File: config.mk
export PLATFORM = sky130hd
export DESIGN_NAME = init_sbox_fill
export DESIGN_NICKNAME = d
export VERILOG_FILES = /design/src/rtl/init_sbox_fill.sv
export SDC_FILE = /design/constraint.sdc
export NUM_CORES = 1
export LEC_CHECK = 0
export CAP_MARGIN = 20
export CORE_AREA = 10 10 59 61
export DETAILED_ROUTE_END_ITERATION = 10
export DIE_AREA = 0 0 69 71
export PLACE_DENSITY_LB_ADDON = 0.2
export SKIP_LAST_GASP = 1
export SLEW_MARGIN = 20
export SYNTH_ARGS = -nofsm -noshare
export SYNTH_HDL_FRONTEND = slang
export SYNTH_SLANG_ARGS = --single-unit
File: constraint.sdc
create_clock -name clk -period 2.1 [get_ports clk]
set_clock_uncertainty 0.05 [all_clocks]
set_input_delay 0.21 -clock clk [delete_from_list [all_inputs] [get_ports clk]]
set_output_delay 0.21 -clock clk [all_outputs]
set_load 0.05 [all_outputs]
File: src/rtl/init_sbox_fill.sv
`default_nettype none
// ============================================================================
//  Module      : init_sbox_fill
//  Description : ARC4 initialisation stage. On one accepted start request it
//                writes the identity permutation S[i] = i into the 256-entry
//                S-box memory, one entry per clock, then parks in DONE.
//                Optional build macro INIT_REARM_EN: DONE lasts one cycle and
//                the block returns to IDLE, ready for a new start request.
//                Without it, DONE is held until rst_n is asserted.
//  Revision    : 1.0 - initial release
// ============================================================================
module init_sbox_fill (
    input  logic       clk,
    input  logic       rst_n,
    input  logic       en,
    output logic       rdy,
    output logic [7:0] addr,
    output logic [7:0] wrdata,
    output logic       wren
);

    typedef enum logic [1:0] {
        S_IDLE  = 2'd0,
        S_WRITE = 2'd1,
        S_DONE  = 2'd2
    } state_t;

    localparam logic [7:0] C_LAST_ADDR = 8'd255;

    state_t     r_state;
    state_t     w_state_nxt;
    logic [7:0] r_addr;
    logic [7:0] w_addr_nxt;

    // State and address registers; reset parks on the idle S[0]=0 write.
    always_ff @(posedge clk or negedge rst_n) begin
        if (!rst_n) begin
            r_state <= S_IDLE;
            r_addr  <= 8'd0;
        end else begin
            r_state <= w_state_nxt;
            r_addr  <= w_addr_nxt;
        end
    end

    // Next-state and next-address decode; the counter saturates at 255.
    always_comb begin
        w_state_nxt = r_state;
        w_addr_nxt  = r_addr;
        case (r_state)
            S_IDLE: begin
                // S[0]=0 is written during the accepting cycle itself.
                if (en) begin
                    w_state_nxt = S_WRITE;
                    w_addr_nxt  = 8'd1;
                end else begin
                    w_addr_nxt  = 8'd0;
                end
            end
            S_WRITE: begin
                if (r_addr == C_LAST_ADDR) begin
                    w_state_nxt = S_DONE;
                    w_addr_nxt  = C_LAST_ADDR;
                end else begin
                    w_addr_nxt  = r_addr + 8'd1;
                end
            end
            S_DONE: begin
`ifdef INIT_REARM_EN
                w_state_nxt = S_IDLE;
                w_addr_nxt  = 8'd0;
`else
                w_state_nxt = S_DONE;
                w_addr_nxt  = C_LAST_ADDR;
`endif
            end
            default: begin
                w_state_nxt = S_IDLE;
                w_addr_nxt  = 8'd0;
            end
        endcase
    end

    // Outputs decode from registered state only; en never reaches them.
    always_comb begin
        rdy    = (r_state == S_IDLE);
        wren   = (r_state == S_IDLE) || (r_state == S_WRITE);
        addr   = r_addr;
        wrdata = r_addr;
    end

endmodule
`default_nettype wire

==> flow_metrics.py, run 1 <==
metrics = {
    "synth": {
        "synth-seq-cells": 10,
        "syn_area_per_cell_um2": 9.68,
        "yosysUniqueCellTypes": 22,
        "syn-num-nets": 78,
        "yosysWarnings": 0,
        "synth_area_um2": 668,
        "syn_inst": 69,
        "ys_seq_area_share_pct": 37.5,
    },
    "floorplanning": {
        "num_rows": 18,
        "dieArea_um2": 4900,
        "ios": 21,
        "start_util_pct": 28.0,
        "core_um2": 2390,
        "die_w_um": 69,
        "fp.dieH_um": 71,
    },
    "grt": {
        "grt_antenna_before_repair": 0,
        "grt_pass1_wl_um": 2590,
        "grt_remaining_overflow": 0,
        "grt_usage_pct": 6.42,
        "grt_pass1_vias": 533,
        "grt_max_degree": 11,
    },
    "layout": {
        "fin_nets": 95,
        "nFillCells": 271,
        "mostFrequentLayoutCells": "18 x clkdlybuf4s50_1, 10 x dfrtp_1, 8 x o21ai_0",
        "multi_input_comb_area_um2": 347,
        "syn_to_final_growth_pct": 31.3,
        "drive_gt1_share_pct": 15.3,
        "regArea_um2": 250,
        "diodes": 0,
        "final_common_cell": "clkdlybuf4s50_1",
    },
    "clock_network": {
        "h-tree-depth": 1,
        "cts-root-buf": "clkbuf_4",
        "cts.repair.resized": 0,
        "clk_pin_slew_ns": 0.07,
        "cts_setup_buffers": 0,
        "worstSkewPairLatency_ns": 0.27,
        "cts_buffers": 3,
        "clk_path_buf_depth": 2,
        "clkSinkCount": 10,
        "cts_tree": "built",
        "cts_hold_buf": 0,
    },
    "sta": {
        "finalSetupViolCount": 0,
        "fin_crit_ns": 1.86,
        "setup_tns_ns": 0,
        "timing.final.crit_share_pct": 88.6,
        "grt_setup_unrepaired": "no",
        "maxSlewViolCount": 0,
        "fmax_ghz": 0.537,
        "hold_viol_final": 0,
        "max-slew-margin-rel_pct": 65.9,
        "worst_slew_pin_slew_ns": 0.510,
    },
    "setup_path": {
        "arrival_ns": 1.60,
        "path_buf_inv": 1,
        "crit_required_ns": 1.84,
        "crit_type": "flip-flop to primary output",
        "cp_slowest_cell": "clkdlybuf4s50_1",
        "path_cells": "clkdlybuf4s50_1",
        "end_kind": "primary output",
        "path_max_fanout": 6,
        "crit_family": "buffers and inverters",
        "start_kind": "flip-flop",
        "critPathMaxStageDelay_ns": 0.86,
    },
    "flow_run": {
        "cap_violations": 0,
    },
    "route": {
        "vias": 520,
        "ant_nets": 0,
        "totalWireLength_um": 1550,
        "vias_per_cell": 4.52,
        "drc": 0,
        "post_drt_wl_per_cell_um": 13.4,
        "drt-initial-drc-count": 23,
        "firstDrtPassIters": 4,
    },
    "placement": {
        "hpwlAfterDp_um": 1200,
        "gp_congestion": 0.812,
        "port_buffers": 20,
    },
    "run_status": {
        "outcome": "finished, final reports clean",
    },
    "min_path": {
        "hold_class": "input pin to asynchronous set/reset pin",
    },
}
## flip-flops by register name, summed over array words and instances (netlist names)
name / flops
addr: 8
r_state: 2
## stage by stage
step           hold WS, ns  cells  instance area, µm²  util [%]  setup slack [ns]
2_1_floorplan       -0.136     69                 668         -             0.270
3_3_place_gp         0.503    111                 841      35.2             0.513
3_5_place_dp         0.515    111                 841      35.2             0.519
4_1_cts              0.219    115                 877      36.7             0.216
5_1_grt              0.239    115                 877      36.7             0.167
6_report             0.207    115                 877      36.7             0.239
## kinds of logic after synthesis
family                     count (synthesis)  share of synthesized area [%]
adders and majority gates                  6                           11.2
muxes                                      4                           7.49
buffers and inverters                     11                           10.7
AOI/OAI and AO/OA                         14                           12.0
xor gates and xnor gates                   2                           2.62
and+or+nand+nor                           22                           18.5
DFF                                       10                           37.5
## worst paths after layout
kind | slack (ns) | cells after the start | start | to
hold / removal | 0.21 | 1 | rst_n | addr[0]
hold reg to reg | 0.54 | 1 | r_state[0] | r_state[0]
max in group asynchronous | 1.48 | 1 | rst_n | addr[1]
setup / recovery | 0.24 | 1 | addr[7] | addr[7]
min in group clk | 0.54 | 1 | r_state[0] | r_state[0]
setup reg to reg | 0.54 | 5 | addr[1] | r_state[1]
## layer usage
metal  up-vias  routed length (µm)  track usage (%)
li1        263                   -                -
met1       234                 711             7.47
met2        21                 620             8.43
met3         2                 184             3.35
met4         0                  29             5.37
met5         -                   0                0
## synth_stat cells, drive strengths merged
cell type / number / area share [%]
and3: 1 / 0.94
mux2i: 2 / 3.0
nand2: 5 / 2.8
mux2: 2 / 4.5
a21oi: 2 / 1.5
dfrtp: 10 / 37
nand3: 5 / 5.6
o21a: 1 / 1.1
or2: 1 / 0.94
nor3: 3 / 2.2
xor2: 1 / 1.3
buf: 8 / 9.0
inv: 3 / 1.7
nor2: 4 / 2.2
nand4: 1 / 1.9
xnor2: 1 / 1.3
o21ai: 11 / 9.4
ha: 6 / 11
nand2b: 2 / 1.9
## area by class of cell
class,instances,share of cell area [%]
multi-input combinational,48,39.5
inverter,3,1.28
sequential,10,28.5
timing repair buffer,20,22.3
tap,30,4.28
clock buffer,4,4.14
Power of run 1 is not shown: default switching activity piles up to over one toggle a cycle in this logic, so the estimate is an artifact.
==> inputs of run 2 (changes only) <==
--- a/config.mk
+++ b/config.mk
@@ -5,10 +5,12 @@
 export SDC_FILE = /design/constraint.sdc
 export NUM_CORES = 1
 export LEC_CHECK = 0
+export ABC_AREA = 1
 export CAP_MARGIN = 20
-export CORE_AREA = 10 10 59 61
+export CORE_AREA = 10 10 60 62
 export DETAILED_ROUTE_END_ITERATION = 10
-export DIE_AREA = 0 0 69 71
+export DIE_AREA = 0 0 70 72
+export DONT_BUFFER_PORTS = 1
 export PLACE_DENSITY_LB_ADDON = 0.2
 export SKIP_LAST_GASP = 1
 export SLEW_MARGIN = 20
==> run 2 against run 1 <==
  * Via count increased by 11%
  * Synthesized cell count increased by 39%
  * Non-clock buffer count decreased by 9
==> flow_metrics.py, run 2 <==
metrics = {
    "run_status": {
        "outcome": "finished, final reports clean",
    },
    "sta": {
        "maxSlewViolCount": 0,
        "max-slew-margin-rel_pct": 71.0,
        "hold_viol_final": 0,
        "fmax_ghz": 0.606,
        "finalSetupViolCount": 0,
        "grt_setup_unrepaired": "no",
        "timing.final.crit_share_pct": 78.6,
        "holdWs_ns": 0.109,
        "worst_slew_pin_slew_ns": 0.433,
        "fin_crit_ns": 1.65,
        "setup_tns_ns": 0,
    },
    "floorplanning": {
        "ios": 21,
        "num_rows": 18,
        "fp.dieH_um": 72,
        "start_util_pct": 29.4,
        "core_um2": 2430,
        "dieArea_um2": 5040,
        "die_w_um": 70,
    },
    "synth": {
        "synth-seq-cells": 10,
        "synth_most_common_cell": "nand2_1",
        "synth_top_area_cell": "dfrtp_1",
        "synth_async_sr_flop_share_pct": 100,
        "syn_area_per_cell_um2": 7.46,
        "yosys.area.top_type_share_pct": 35.0,
        "synth_adder_area_share_pct": 10.5,
        "synth_top_family_by_area": "simple AND/OR/NAND/NOR gates",
        "synth.area.mux_share_pct": 0,
        "ys_seq_area_share_pct": 35.0,
        "yosys.area_share.simple_pct": 34.4,
        "synth_commonest_cells": "30 x nand2_1, 11 x nand3_1, 10 x dfrtp_1, 10 x inv_1, 8 x buf_4",
        "synth_ff_type": "dfrtp_1",
        "yosysUniqueCellTypes": 19,
        "synth_xor_area_share_pct": 1.22,
        "syn_inst": 96,
        "synth-edff-count": 0,
        "synth_area_um2": 716,
        "synth-compound-area-share_pct": 4.72,
        "yosysWarnings": 0,
        "syn-num-nets": 105,
        "synthTopCellsByArea": "dfrtp_1 35%, nand2_1 16%, ha_1 10%",
    },
    "setup_path": {
        "crit_type": "flip-flop to primary output",
        "end_kind": "primary output",
        "crit_required_ns": 1.84,
        "regToRegSetupSlack_ns": 0.62,
        "start_kind": "flip-flop",
        "arrival_ns": 1.39,
        "path_max_fanout": 6,
        "worstSetupStartpoint": "r_state[1]",
        "r2r-start": "r_state[1]",
    },
    "layout": {
        "fin_nets": 113,
        "nFillCells": 263,
        "fin_area_um2": 815,
        "largest_reg_flops": 8,
        "syn_to_final_growth_pct": 13.8,
        "drive_gt1_share_pct": 21.4,
        "mostFrequentLayoutCells": "30 x nand2_1, 11 x nand3_1, 10 x inv_1, 10 x dfrtp_1, 10 x buf_4",
        "final_common_cell": "nand2_1",
        "diodes": 0,
    },
    "grt": {
        "grt.busiest_layer": "met2",
        "grt.met1_usage_pct": 7.10,
        "grt_pass1_wl_um": 2680,
        "grt.met3_usage_pct": 2.59,
        "grt_antenna_before_repair": 0,
        "met2_usage_pct": 9.97,
        "grt_max_degree": 11,
        "grt_pass1_vias": 579,
        "grt_remaining_overflow": 0,
        "grt_usage_pct": 6.45,
    },
    "clock_network": {
        "clk_path_buf_depth": 2,
        "h-tree-depth": 1,
        "cts_tree": "built",
        "cts-root-buf": "clkbuf_4",
        "clk_pin_slew_ns": 0.06,
        "clkSinkCount": 10,
        "worstSkewPairLatency_ns": 0.26,
        "cts.repair.resized": 0,
        "cts_buffers": 3,
    },
    "placement": {
        "gp_congestion": 0.839,
        "placed_area_um2": 768,
        "port_buffers": 0,
        "hpwlAfterDp_um": 1240,
    },
    "route": {
        "totalWireLength_um": 1460,
        "vias_per_cell": 4.32,
        "vias": 575,
        "firstDrtPassIters": 4,
        "ant_nets": 0,
        "drt-initial-drc-count": 66,
        "drc": 0,
        "post_drt_wl_per_cell_um": 11.0,
    },
    "min_path": {
        "hp-start": "en",
        "hold_class": "input pin to flip-flop",
    },
    "flow_run": {
        "cap_violations": 0,
    },
}
==> run 2: path summary, 6_finish.rpt <==
path	cells after the start	end
worst max-delay path	5	wren
worst min-delay path	2	addr[0]
worst max register to register	6	addr[6]
worst min register to register	2	r_state[0]
max in group asynchronous	1	addr[0]
min in group asynchronous	1	addr[7]
==> run 2: critical path: stages, from the launching register on <==
cell	delay (ns)
dfrtp_1	0.44
inv_1	0.14
ha_1	0.23
inv_1	0.07
nand2_1	0.06
buf_4	0.19
==> run 2: metrics by stage <==
stage | cells | util, % | worst slack (ns)
after detailed placement | 128 | 31.6 | 0.616
final | 133 | 33.5 | 0.449
after global routing | 133 | 33.5 | 0.346
after global placement | 128 | 31.6 | 0.700
after floorplan | 96 | - | 0.360
after CTS | 133 | 33.5 | 0.421
==> run 2: final cells by class <==
| cell class | instances | area (µm²) | share of cell area (%) |
|---|---|---|---|
| clock buffers | 4 | 36.3 | 4.45 |
| flip-flops and latches | 10 | 250 | 30.7 |
| multi-input cells | 67 | 364 | 44.7 |
| inverters | 11 | 41.3 | 5.07 |
| repair buffers | 11 | 85.1 | 10.4 |
| well taps | 30 | 37.5 | 4.61 |
==> run 2: what timing repair did <==
action,in CTS,in global routing
setup buffers,0,0
hold buffers,1,0
endpoints found under the hold margin,10,0
==> run 2: cell families after synthesis <==
group                      count (synthesis)
and+or+nand+nor                           54
DFF                                       10
xor gates and xnor gates                   1
adders and majority gates                  6
buffers and inverters                     19
AOI/OAI and AO/OA                          6
==> run 2: layer usage <==
layer | up-vias | wire length, µm
met2 | 15 | 665
li1 | 306 | -
met5 | - | 0
met4 | 0 | 25
met3 | 2 | 67
met1 | 252 | 706
Power of run 2 is left out for the same reason.
==> inputs of run 3 (changes only) <==
==> constraint.sdc (replaced) <==
create_clock -name clk -period 1.5 [get_ports clk]
set_clock_uncertainty 0.05 [all_clocks]
set_input_delay 0.15 -clock clk [delete_from_list [all_inputs] [get_ports clk]]
set_output_delay 0.15 -clock clk [all_outputs]
set_load 0.05 [all_outputs]
==> run 3 against run 2 <==
  * Worst hold slack worse by 0.037 ns
  * Final cell count grew 3.8%
  * Final area is 7.1% higher
  * Sequential share of layout area shrank 1.7 points
  * First-iteration DRC count fell by 45%
  * Non-clock buffer count is 5 higher
  * Flip-flop and latch count stayed put
  * Die area unchanged
  * Clock-buffer cell count stayed put
  * Register-to-register slack worse by 0.48 ns
  * Critical path type unchanged
  * Critical endpoint unchanged
==> flow_metrics.py, run 3 (same netlist as run 2, synthesis figures left out) <==
metrics = {
    "setup_path": {
        "path_buf_inv": 3,
        "arrival_ns": 1.19,
        "end_kind": "primary output",
        "cp_slowest_cell": "dfrtp_1",
        "crit_required_ns": 1.30,
        "cp.depth": 5,
        "start_kind": "flip-flop",
        "reg2reg_depth": 7,
        "path_cells": "inv_2 -> ha_1 -> inv_1 -> nand2_2 -> buf_12",
        "regToRegSetupSlack_ns": 0.14,
        "crit_family": "flip-flops",
        "crit_type": "flip-flop to primary output",
        "path_max_fanout": 4,
        "critPathMaxStageDelay_ns": 0.39,
    },
    "sta": {
        "timing.final.crit_share_pct": 92.9,
        "maxSlewViolCount": 0,
        "fmax_ghz": 0.717,
        "worst_slew_pin_slew_ns": 0.457,
        "max-slew-margin-rel_pct": 69.4,
        "setup_tns_ns": 0,
        "finalSetupViolCount": 0,
        "fin_crit_ns": 1.39,
        "grt_setup_unrepaired": "no",
        "hold_viol_final": 0,
    },
    "route": {
        "drt-initial-drc-count": 36,
        "post_drt_wl_per_cell_um": 11.4,
        "drc": 0,
        "vias": 605,
        "ant_nets": 0,
        "vias_per_cell": 4.38,
        "firstDrtPassIters": 4,
        "totalWireLength_um": 1570,
    },
    "clock_network": {
        "h-tree-depth": 1,
        "clk_path_buf_depth": 2,
        "worstSkewPairLatency_ns": 0.26,
        "cts_buffers": 3,
        "cts-root-buf": "clkbuf_4",
        "clkSinkCount": 10,
        "cts_tree": "built",
        "clk_pin_slew_ns": 0.06,
    },
    "layout": {
        "fin_nets": 118,
        "final_common_cell": "nand2_1",
        "syn_to_final_growth_pct": 21.9,
        "largest_reg_flops": 8,
        "nFillCells": 278,
        "drive_gt1_share_pct": 29.6,
        "diodes": 0,
        "mostFrequentLayoutCells": "29 x nand2_1, 14 x buf_4, 11 x nand3_1",
        "fin_area_um2": 872,
    },
    "run_status": {
        "outcome": "finished, final reports clean",
    },
    "floorplanning": {
        "dieArea_um2": 5040,
        "num_rows": 18,
        "core_um2": 2430,
        "die_w_um": 70,
        "start_util_pct": 29.4,
        "fp.dieH_um": 72,
        "ios": 21,
    },
    "min_path": {
        "hold_depth": 2,
        "hold_class": "input pin to flip-flop",
    },
    "placement": {
        "hpwlAfterDp_um": 1300,
        "placed_area_um2": 818,
        "gp_congestion": 0.818,
        "port_buffers": 0,
    },
    "grt": {
        "grt_max_degree": 11,
        "grt_usage_pct": 6.55,
        "grt_pass1_wl_um": 2750,
        "grt_pass1_vias": 622,
        "grt_remaining_overflow": 0,
        "grt_antenna_before_repair": 0,
    },
    "flow_run": {
        "cap_violations": 0,
    },
}
[run 3: cell count changes in the layout (fill, tap and decap cells not counted), moves of 2 or more]
cell     delta
buf_4       +4
dfrtp_1     -2
dfrtp_2     +2
inv_1       -2
inv_2       +2
[run 3: per-stage QoR]
step / instances / hold slack, ns / utilization (%) / setup WS (ns)
CTS: 136 / 0.0652 / 35.1 / 0.0435
finish: 138 / 0.0715 / 35.9 / 0.106
floorplan: 96 / -0.196 / - / 0.0458
global placement: 131 / -0.195 / 33.6 / 0.0955
detailed placement: 131 / -0.195 / 33.6 / 0.102
global route: 138 / 0.0812 / 35.9 / 0.00587
[run 3: worst register-to-register path: stages (launching register included)]
cell	delay, ns
dfrtp_2	0.44
ha_1	0.24
nand3_1	0.14
inv_2	0.07
nand2_4	0.10
nand3_1	0.10
nand2_1	0.07
nand2_1	0.05
[run 3: layout make-up]
type / instances / area [µm²] / share of cell area, %
Multi-Input combinational cell: 67 / 379 / 43.5
Sequential cell: 10 / 253 / 29.0
Timing Repair Buffer: 16 / 135 / 15.5
Inverter: 11 / 41.3 / 4.73
Tap cell: 30 / 37.5 / 4.30
Clock buffer: 4 / 26.3 / 3.01
[run 3: metal layers]
| layer | up-vias | share of wire, % | track usage, % | wire length (µm) |
|---|---|---|---|---|
| met4 | 0 | 0 | 5.48 | 0 |
| met5 | - | 0 | 0 | 0 |
| li1 | 318 | - | - | - |
| met2 | 19 | 49 | 10.7 | 772 |
| met1 | 268 | 45 | 7.20 | 709 |
| met3 | 0 | 5.4 | 1.36 | 85 |
[run 3: timing repair]
| action | in CTS | in global routing |
|---|---|---|
| endpoints found under the hold margin | 10 | 0 |
| endpoints found under the setup margin | 1 | 1 |
| gates resized for setup | 2 | 1 |
| hold buffers | 1 | 0 |
| setup buffers | 0 | 2 |
[run 3: final timing paths]
check | startpoint | end
max reg2reg | addr[0] | addr[3]
min in group asynchronous | rst_n | r_state[0]
max | r_state[1] | wren
min reg2reg | r_state[1] | addr[1]
max in group asynchronous | rst_n | addr[1]
min | en | addr[0]
Power of run 3 is left out for the same reason.
